$ cat config.mk
export PLATFORM = sky130hd
export DESIGN_NAME = fir_tap_sequencer
export DESIGN_NICKNAME = d
export VERILOG_FILES = /design/src/rtl/fir_pkg.sv /design/src/rtl/fir_delay_line.sv /design/src/rtl/fir_tap_sequencer.sv
export SDC_FILE = /design/constraint.sdc
export NUM_CORES = 1
export LEC_CHECK = 0
export CAP_MARGIN = 5
export CORE_UTILIZATION = 25
export DETAILED_ROUTE_END_ITERATION = 10
export HOLD_SLACK_MARGIN = 0.06
export SYNTH_ARGS = -nofsm -noshare
export SYNTH_HDL_FRONTEND = slang
export SYNTH_SLANG_ARGS = --single-unit
export TNS_END_PERCENT = 20
$ cat constraint.sdc
create_clock -name clk -period 15.09 [get_ports clk]
set_input_delay 3.7725 -clock clk [delete_from_list [all_inputs] [get_ports clk]]
set_output_delay 3.7725 -clock clk [all_outputs]
set_load 0.01 [all_outputs]
$ cat src/rtl/fir_pkg.sv
// fir_pkg: shared types and constants for the FIR tap sequencer slice.
//   - fir_state_e : sequencer states (IDLE, MAC, DRAIN, OUT)
//   - OP_ADD/OP_MUL : ALU operation select codes
//   - DEF_DW/DEF_AW : default sample/coefficient and accumulator widths
package fir_pkg;

  localparam int DEF_DW = 16;
  localparam int DEF_AW = 32;

  localparam logic [1:0] OP_ADD = 2'b00;
  localparam logic [1:0] OP_MUL = 2'b01;

  typedef enum logic [1:0] {
    IDLE  = 2'd0,
    MAC   = 2'd1,
    DRAIN = 2'd2,
    OUT   = 2'd3
  } fir_state_e;

endpackage

$ cat src/rtl/fir_delay_line.sv
// fir_delay_line: NTAPS x DW sample shift register.
// Ports:
//   clk       - rising-edge clock
//   clr_i     - synchronous clear of every tap
//   shift_i   - push din_i into tap 0, every tap moves one deeper
//   din_i     - sample to push
//   rd_idx_i  - tap index to read
//   rd_data_o - value of the selected tap
module fir_delay_line
  import fir_pkg::*;
#(
  parameter int NTAPS = 16,
  parameter int DW    = DEF_DW,
  localparam int IW   = $clog2(NTAPS)
) (
  input  logic          clk,
  input  logic          clr_i,
  input  logic          shift_i,
  input  logic [DW-1:0] din_i,
  input  logic [IW-1:0] rd_idx_i,
  output logic [DW-1:0] rd_data_o
);

  logic [DW-1:0] taps_q [NTAPS];

  // Clear has priority over shift; the oldest tap simply falls off the end.
  always_ff @(posedge clk) begin
    if (clr_i) begin
      for (int i = 0; i < NTAPS; i++) taps_q[i] <= '0;
    end else if (shift_i) begin
      taps_q[0] <= din_i;
      for (int i = 1; i < NTAPS; i++) taps_q[i] <= taps_q[i-1];
    end
  end

  assign rd_data_o = taps_q[rd_idx_i];

endmodule

$ cat src/rtl/fir_tap_sequencer.sv
// fir_tap_sequencer: holds the coefficient bank and the sample delay line,
// accepts one sample per in_valid/in_ready handshake, issues one multiply
// per tap to the external ALU, accumulates the returned products and offers
// the result through out_valid/out_ready.
// Ports:
//   clk, rst                       - clock, synchronous active-high reset
//   coef_we/coef_addr/coef_wdata   - coefficient write port (honoured in IDLE only)
//   in_valid/in_ready/in_sample    - sample input handshake
//   alu_a/alu_b/alu_op_sel         - operands and operation to the ALU
//   alu_result                     - ALU product, ALU_LAT cycles after issue
//   out_valid/out_ready/out_data   - filtered output handshake
// Build option: define FIR_SAT_EN for a saturating accumulator (sticky per
// pass); otherwise the accumulator wraps modulo 2^AW.
module fir_tap_sequencer
  import fir_pkg::*;
#(
  parameter int NTAPS   = 16,
  parameter int DW      = DEF_DW,
  parameter int AW      = DEF_AW,
  parameter int ALU_LAT = 1,
  localparam int IW     = $clog2(NTAPS),
  localparam int LW     = (ALU_LAT > 1) ? $clog2(ALU_LAT) : 1
) (
  input  logic          clk,
  input  logic          rst,
  input  logic          coef_we,
  input  logic [IW-1:0] coef_addr,
  input  logic [DW-1:0] coef_wdata,
  input  logic          in_valid,
  output logic          in_ready,
  input  logic [DW-1:0] in_sample,
  output logic [DW-1:0] alu_a,
  output logic [DW-1:0] alu_b,
  output logic [1:0]    alu_op_sel,
  input  logic [AW-1:0] alu_result,
  output logic          out_valid,
  input  logic          out_ready,
  output logic [AW-1:0] out_data
);

  fir_state_e    state_q, state_d;
  logic [IW-1:0] tap_q;
  logic [LW-1:0] drain_q;
  logic [ALU_LAT-1:0] issue_q;
  logic [AW-1:0] acc_q, acc_d;
  logic [AW-1:0] sum;
  logic [DW-1:0] coef_q [NTAPS];
  logic [DW-1:0] tap_data;
  logic          accept;
  logic          coef_wr;
  logic          prod_valid;

  assign accept     = (state_q == IDLE) && in_valid;
  // Widened compare so an out-of-range address is rejected for any NTAPS.
  assign coef_wr    = (state_q == IDLE) && coef_we &&
                      ({1'b0, coef_addr} < (IW+1)'(NTAPS));
  assign prod_valid = issue_q[ALU_LAT-1];
  assign sum        = acc_q + alu_result;

  fir_delay_line #(
    .NTAPS (NTAPS),
    .DW    (DW)
  ) u_delay (
    .clk       (clk),
    .clr_i     (rst),
    .shift_i   (accept),
    .din_i     (in_sample),
    .rd_idx_i  (tap_q),
    .rd_data_o (tap_data)
  );

  // State register.
  always_ff @(posedge clk) begin
    if (rst) state_q <= IDLE;
    else     state_q <= state_d;
  end

  // Next-state logic: MAC walks every tap once, DRAIN waits out the ALU
  // pipeline so the last product lands before OUT is entered.
  always_comb begin
    state_d = state_q;
    case (state_q)
      IDLE:    if (in_valid) state_d = MAC;
      MAC:     if (tap_q == IW'(NTAPS-1)) state_d = DRAIN;
      DRAIN:   if (drain_q == LW'(ALU_LAT-1)) state_d = OUT;
      OUT:     if (out_ready) state_d = IDLE;
      default: state_d = IDLE;
    endcase
  end

  // Output logic: the ALU sees real operands only while MAC is issuing.
  always_comb begin
    in_ready   = 1'b0;
    out_valid  = 1'b0;
    alu_op_sel = OP_ADD;
    alu_a      = '0;
    alu_b      = '0;
    case (state_q)
      IDLE: in_ready = 1'b1;
      MAC: begin
        alu_op_sel = OP_MUL;
        alu_a      = tap_data;
        alu_b      = coef_q[tap_q];
      end
      OUT:  out_valid = 1'b1;
      default: ;
    endcase
  end

  assign out_data = acc_q;

  // Tap and drain counters restart whenever their state is not active.
  always_ff @(posedge clk) begin
    if (rst) begin
      tap_q   <= '0;
      drain_q <= '0;
    end else begin
      tap_q   <= (state_q == MAC)   ? tap_q + 1'b1   : '0;
      drain_q <= (state_q == DRAIN) ? drain_q + 1'b1 : '0;
    end
  end

  // Issue flags follow each multiply through the ALU latency so only real
  // products reach the accumulator.
  always_ff @(posedge clk) begin
    if (rst) begin
      issue_q <= '0;
    end else begin
      issue_q[0] <= (state_q == MAC);
      for (int i = 1; i < ALU_LAT; i++) issue_q[i] <= issue_q[i-1];
    end
  end

  // Coefficient bank; a write in the accept cycle lands before MAC reads it.
  always_ff @(posedge clk) begin
    if (rst) begin
      for (int i = 0; i < NTAPS; i++) coef_q[i] <= '0;
    end else if (coef_wr) begin
      coef_q[coef_addr] <= coef_wdata;
    end
  end

`ifdef FIR_SAT_EN
  logic sat_q, sat_d;

  // Saturating accumulate: once clipped, the value sticks until the next accept.
  always_comb begin
    acc_d = acc_q;
    sat_d = sat_q;
    if (accept) begin
      acc_d = '0;
      sat_d = 1'b0;
    end else if (prod_valid && !sat_q) begin
      if ((acc_q[AW-1] == alu_result[AW-1]) && (sum[AW-1] != acc_q[AW-1])) begin
        acc_d = acc_q[AW-1] ? {1'b1, {(AW-1){1'b0}}} : {1'b0, {(AW-1){1'b1}}};
        sat_d = 1'b1;
      end else begin
        acc_d = sum;
      end
    end
  end

  always_ff @(posedge clk) begin
    if (rst) sat_q <= 1'b0;
    else     sat_q <= sat_d;
  end
`else
  // Wrapping accumulate modulo 2^AW.
  always_comb begin
    acc_d = acc_q;
    if (accept)          acc_d = '0;
    else if (prod_valid) acc_d = sum;
  end
`endif

  always_ff @(posedge clk) begin
    if (rst) acc_q <= '0;
    else     acc_q <= acc_d;
  end

endmodule

==> impl_metrics.tcl, run 1 <==
set metrics [dict create \
    min_from "drain_q" \
    grtUsageTotal_pct 12.5 \
    row_count 118 \
    hold_depth 1 \
    syn_to_final_growth_pct 17.4 \
    synthArstFlopShare_pct 0 \
    drive_gt1_share_pct 16.3 \
    viasPerCell 4.57 \
    cts_made_buffers 60 \
    finalPower_mw 4.35 \
    synth_flop_cell "edfxtp_1" \
    clock-skew-final_ps 106 \
    drv_slew 0 \
    power.density_mw_per_mm2 141 \
    die_h_um 327 \
    worst_pin_slew_ps 1270 \
    synth_cell_types 59 \
    crit_chain "buf_4 > buf_4 > mux4_2 > mux4_2 > and2_1 > clkdlybuf4s50_1" \
    cts_sinks 552 \
    finalNonFillerCells 3284 \
    final.fill_count 10312 \
    setup.worst_path.end_class "output port" \
    critPathArrivalTime_ps 4540 \
    grt_pass1_vias 15852 \
    crit_path_start_kind "flop" \
    reg2reg_depth 6 \
    postCtsSetupBuffers 0 \
    nNetsFinal 1965 \
    fp.coreArea_mm2 0.104 \
    hpwl_mm 39.2 \
    crit_fanout 35 \
    routed-via-count 15022 \
    port_buffers 139 \
    status "completed" \
    rsz0062_at_grt "no" \
    ys_ff_latch 552 \
    clock_path_buffers 3 \
    leakagePower_nw 10.7 \
    dp.cells 3173 \
    antenna_found_initial 4 \
    ys_warn_count 0 \
    cp-startpoint "tap_q[0]" \
    cts_hold_buf 0 \
    fin_tns_setup_ps 0 \
    peakVddDrop_mv 0.0939 \
    multiInputGateArea_mm2 0.00965 \
    required_ps 11320 \
    final-hold-violation-count 0 \
    syn_inst 1769 \
    slew_headroom_pct 15.2 \
    drtIter0Drc 1303 \
    gr-total-overflow 0 \
    final_cell_area_mm2 0.0310 \
    r2r-start "state_q[0]" \
    dieArea_mm2 0.107 \
    placed_area_mm2 0.0291 \
    worst_path_max_delay_cell "buf_4" \
    cts.repair.resized 0 \
    fin_crit_ps 8310 \
    synth_edf_count 512 \
    yosys.area.top_type_share_pct 58.3 \
    drtPass1Iterations 5 \
    ant_nets 0 \
    cts_tree "done" \
    critPathMaxStageDelay_ps 690 \
    min_period_over_period_pct 55.1 \
    grt_max_degree 133 \
    max_freq_mhz 120 \
    synth-seq-area-share_pct 61.3 \
    post_drt_wl_per_cell_um 20.5 \
    fin_ws_ps 6780 \
    worstSkewPairLatency_ps 690 \
    initial_utilization_pct 25.3 \
    avgSynthCellArea_um2 14.9 \
    seqCellArea_mm2 0.0162 \
    dpl_worst_slack_ps 6990 \
    ios 141 \
    synth.cell_area_mm2 0.0264 \
    drc 0 \
    chipWidth_um 327 \
    worst-path-buf-inv 3 \
    critPathTopFamily "buffers and inverters" \
    yosys-top-cells-area "edfxtp_1 (58%), mux4_2 (14%), and2_1 (11%)" \
    maxCapViolCount 0 \
    synth_area_leader_cell "edfxtp_1" \
    gp_congestion 0.790 \
    cts_max_level 2 \
    ctsRootBufferMaster "clkbuf_16" \
    cp.depth 6 \
    setup_violations 0 \
    diodes 0 \
    syn_nets 1879 \
    clk_pin_slew_worst_paths_ps 60 \
    wl_mm 67.3 \
    hp-class "reg -> reg" \
    grt_pass1_wl_mm 101 \
    worstSetupPathType "reg -> out" \
]
==> registers in the layout, summed over array words and instances, names as in the netlist <==
| register | flops |
|---|---|
| coef_q | 256 |
| drain_q | 1 |
| issue_q | 1 |
| out_data | 32 |
| state_q | 2 |
| tap_q | 4 |
| u_delay.taps_q | 256 |
==> worst register-to-register path: cells and delay by family, from the launching register on <==
family,cells,cell delay [ps]
flops,1,340
buf+inv,4,2870
fa+ha+maj,1,400
compound gates,1,360
==> cell usage in the layout, fill, tap and decap left out, types with 6 or more instances in the layout <==
cell type        Yosys  final
a21o_1              12     12
a21oi_1             34     33
a31oi_1              6      6
and2_1             451    451
buf_4               13     15
clkbuf_1            87     17
clkbuf_16            0     60
clkdlybuf4s50_1      0    138
clkinv_1             0     14
clkinv_2             0      9
dfxtp_1             40     35
edfxtp_1           512    512
ha_1                36     35
inv_1               11     10
mux2i_1             18     18
mux4_2             160    160
nand2_1             32     32
nand2b_1             6      6
nand3_1             19     19
nand3b_1            12     12
nand4_1              8      8
nor2_1              50     37
nor2_2               0     12
nor2b_1             97     97
nor3_1               7      7
o21ai_0             20     20
o21ai_1              6      6
or2_2               17     17
xnor2_1             19     19
xor2_1               8      8
==> synthesized netlist by cell type, types with 14 or more instances <==
master,instances
ha_1,36
buf_1,14
and2_1,451
mux4_2,160
dfxtp_1,40
nor2b_1,97
or2_2,17
nor2_1,50
clkbuf_1,87
xnor2_1,19
nand2_1,32
a21oi_1,34
mux2i_1,18
nand3_1,19
edfxtp_1,512
o21ai_0,20
==> report_power, final <==
part / switching (mW) / internal [mW] / total, mW
sequential: 0.132 / 1.96 / 2.09
clock: 0.641 / 0.770 / 1.41
combinational: 0.445 / 0.409 / 0.853
total: 1.22 / 3.14 / 4.35
==> logic make-up after synthesis <==
| kind of cell | after synthesis | share of synthesized area (%) |
|---|---|---|
| AO/OA/AOI/OAI | 115 | 3.01 |
| XOR/XNOR | 27 | 0.896 |
| adder cells (fa/ha/maj) | 37 | 1.78 |
| buffers and inverters | 140 | 2.30 |
| flip-flops | 552 | 61.3 |
| multiplexers | 180 | 14.4 |
| other | 1 | 0.0142 |
| AND/OR/NAND/NOR | 717 | 16.3 |
==> worst paths after layout <==
path | slack [ps] | endpoint
hold / removal | 440 | drain_q
setup reg to reg | 10720 | u_delay.taps_q[13][5]
setup / recovery | 6780 | alu_a[7]
hold reg to reg | 440 | drain_q
==> layout make-up <==
cell class | count | share of cell area (%)
Clock buffer | 77 | 5.05
Clock inverter | 34 | 0.953
Timing Repair Buffer | 153 | 4.82
Tap cell | 1380 | 5.58
Sequential cell | 552 | 52.3
Multi-Input combinational cell | 1077 | 31.2
Inverter | 11 | 0.158
==> metrics by stage <==
stage | hold WS [ps] | utilization [%]
after floorplan | 398 | -
after global placement | 407 | 28.0
after detailed placement | 426 | 28.0
after CTS | 434 | 29.8
after global routing | 461 | 29.8
final | 437 | 29.8
==> layer usage <==
metal,share of wire [%],track usage [%],wire (um),up-vias
met4,2.1,3.67,1390,6
met1,42,16.4,27900,7684
met3,8.4,2.92,5650,96
met5,0.056,0,38,-
li1,-,-,-,6719
met2,48,20.5,32300,517
(Power assumes the default switching activity.)
==> run 2, diff against run 1 <==
- clock period: 15.09 -> 6.7 ns (I/O delays scaled with it)
==> impl_metrics.tcl, run 2 (same netlist as run 1, synthesis figures left out) <==
set metrics [dict create \
    clock-skew-final_ps 29.7 \
    nNetsFinal 1988 \
    setup.worst_path.end_class "output port" \
    drive_gt1_share_pct 17.6 \
    dpl_worst_slack_ps 1870 \
    r2r_slack_ps 3190 \
    final.fill_count 10261 \
    dp.cells 3189 \
    fp.coreArea_mm2 0.104 \
    gp_congestion 0.796 \
    power.density_mw_per_mm2 327 \
    grtUsageTotal_pct 12.5 \
    final_cell_area_mm2 0.0315 \
    cts_made_buffers 67 \
    worstSkewPairLatency_ps 630 \
    grt_max_degree 135 \
    initial_utilization_pct 25.3 \
    max_freq_mhz 186 \
    leakagePower_nw 11.0 \
    hpwl_mm 39.6 \
    cts_hold_buf 0 \
    post_drt_wl_per_cell_um 20.1 \
    layout_common_cells "edfxtp_1 (512), and2_1 (451), mux4_2 (160), clkdlybuf4s50_1 (138), nor2b_1 (97)" \
    antenna_found_initial 7 \
    min_period_over_period_pct 80.1 \
    mostFrequentLayoutCell "edfxtp_1" \
    clk_pin_slew_worst_paths_ps 50 \
    grt_pass1_vias 15825 \
    drv_slew 0 \
    peakVddDrop_mv 0.186 \
    critPathArrivalTime_ps 3690 \
    status "completed" \
    worstSetupPathType "reg -> out" \
    cts_tree "done" \
    fin_tns_setup_ps 0 \
    syn_to_final_growth_pct 19.3 \
    rsz0062_at_grt "no" \
    crit_fanout 38 \
    fin_ws_ps 1330 \
    maxCapViolCount 0 \
    ant_nets 0 \
    cts.repair.resized 0 \
    multiInputGateArea_mm2 0.00963 \
    viasPerCell 4.56 \
    drc 0 \
    die_h_um 327 \
    fin_crit_ps 5370 \
    cts_max_level 3 \
    dieArea_mm2 0.107 \
    worst_pin_slew_ps 1120 \
    clock_path_buffers 3 \
    drtPass1Iterations 5 \
    final-hold-violation-count 0 \
    routed-via-count 15131 \
    wl_mm 66.6 \
    row_count 118 \
    timing.hold.ws_ps 444 \
    cts_sinks 552 \
    hp-class "reg -> reg" \
    placed_area_mm2 0.0293 \
    postCtsSetupBuffers 0 \
    setup_violations 0 \
    ctsRootBufferMaster "clkbuf_16" \
    seqCellArea_mm2 0.0162 \
    drtIter0Drc 1180 \
    required_ps 5030 \
    slew_headroom_pct 25.3 \
    finalNonFillerCells 3316 \
    gr-total-overflow 0 \
    grt_pass1_wl_mm 101 \
    port_buffers 139 \
    ios 141 \
    crit_path_start_kind "flop" \
    chipWidth_um 327 \
]
[run 2: through the flow]
| step | total power, mW | utilization [%] |
|---|---|---|
| floorplan | 6.02 | - |
| global placement | 6.66 | 28.1 |
| detailed placement | 6.74 | 28.1 |
| CTS | 10.4 | 30.2 |
| global route | 10.8 | 30.2 |
| finish | 10.3 | 30.2 |
[run 2: area by class of cell]
type | count | share of cell area (%)
Multi-Input combinational cell | 1077 | 30.6
Tap cell | 1380 | 5.49
Sequential cell | 552 | 51.4
Clock inverter | 50 | 1.52
Clock buffer | 74 | 5.48
Antenna cell | 3 | 0.0238
Timing Repair Buffer | 169 | 5.33
Inverter | 11 | 0.155
[run 2: critical path: stages, from the launching register on]
cell and delay [ps]:
dfxtp_4 900, buf_12 350, mux4_2 550, mux4_2 520
and2_1 220, clkdlybuf4s50_1 500
[run 2: where the power goes]
| group | internal, mW | total [mW] | switching (mW) |
|---|---|---|---|
| combinational | 0.948 | 1.94 | 0.988 |
| clock | 2.12 | 3.66 | 1.55 |
| sequential | 4.40 | 4.71 | 0.302 |
[run 2: layer usage]
metal	GRT usage, %	wire, um	vias up
met3	2.93	4020	123
met1	16.3	29000	7771
li1	-	-	6787
met4	3.77	1590	8
met2	20.5	31900	442
met5	0	55	-
[run 2: worst paths after layout]
path / startpoint / end / depth (start not counted)
min: drain_q / drain_q / 1
max reg2reg: state_q[0] / coef_q[10][8] / 7
max: tap_q[0] / alu_b[15] / 5
min reg2reg: drain_q / drain_q / 1
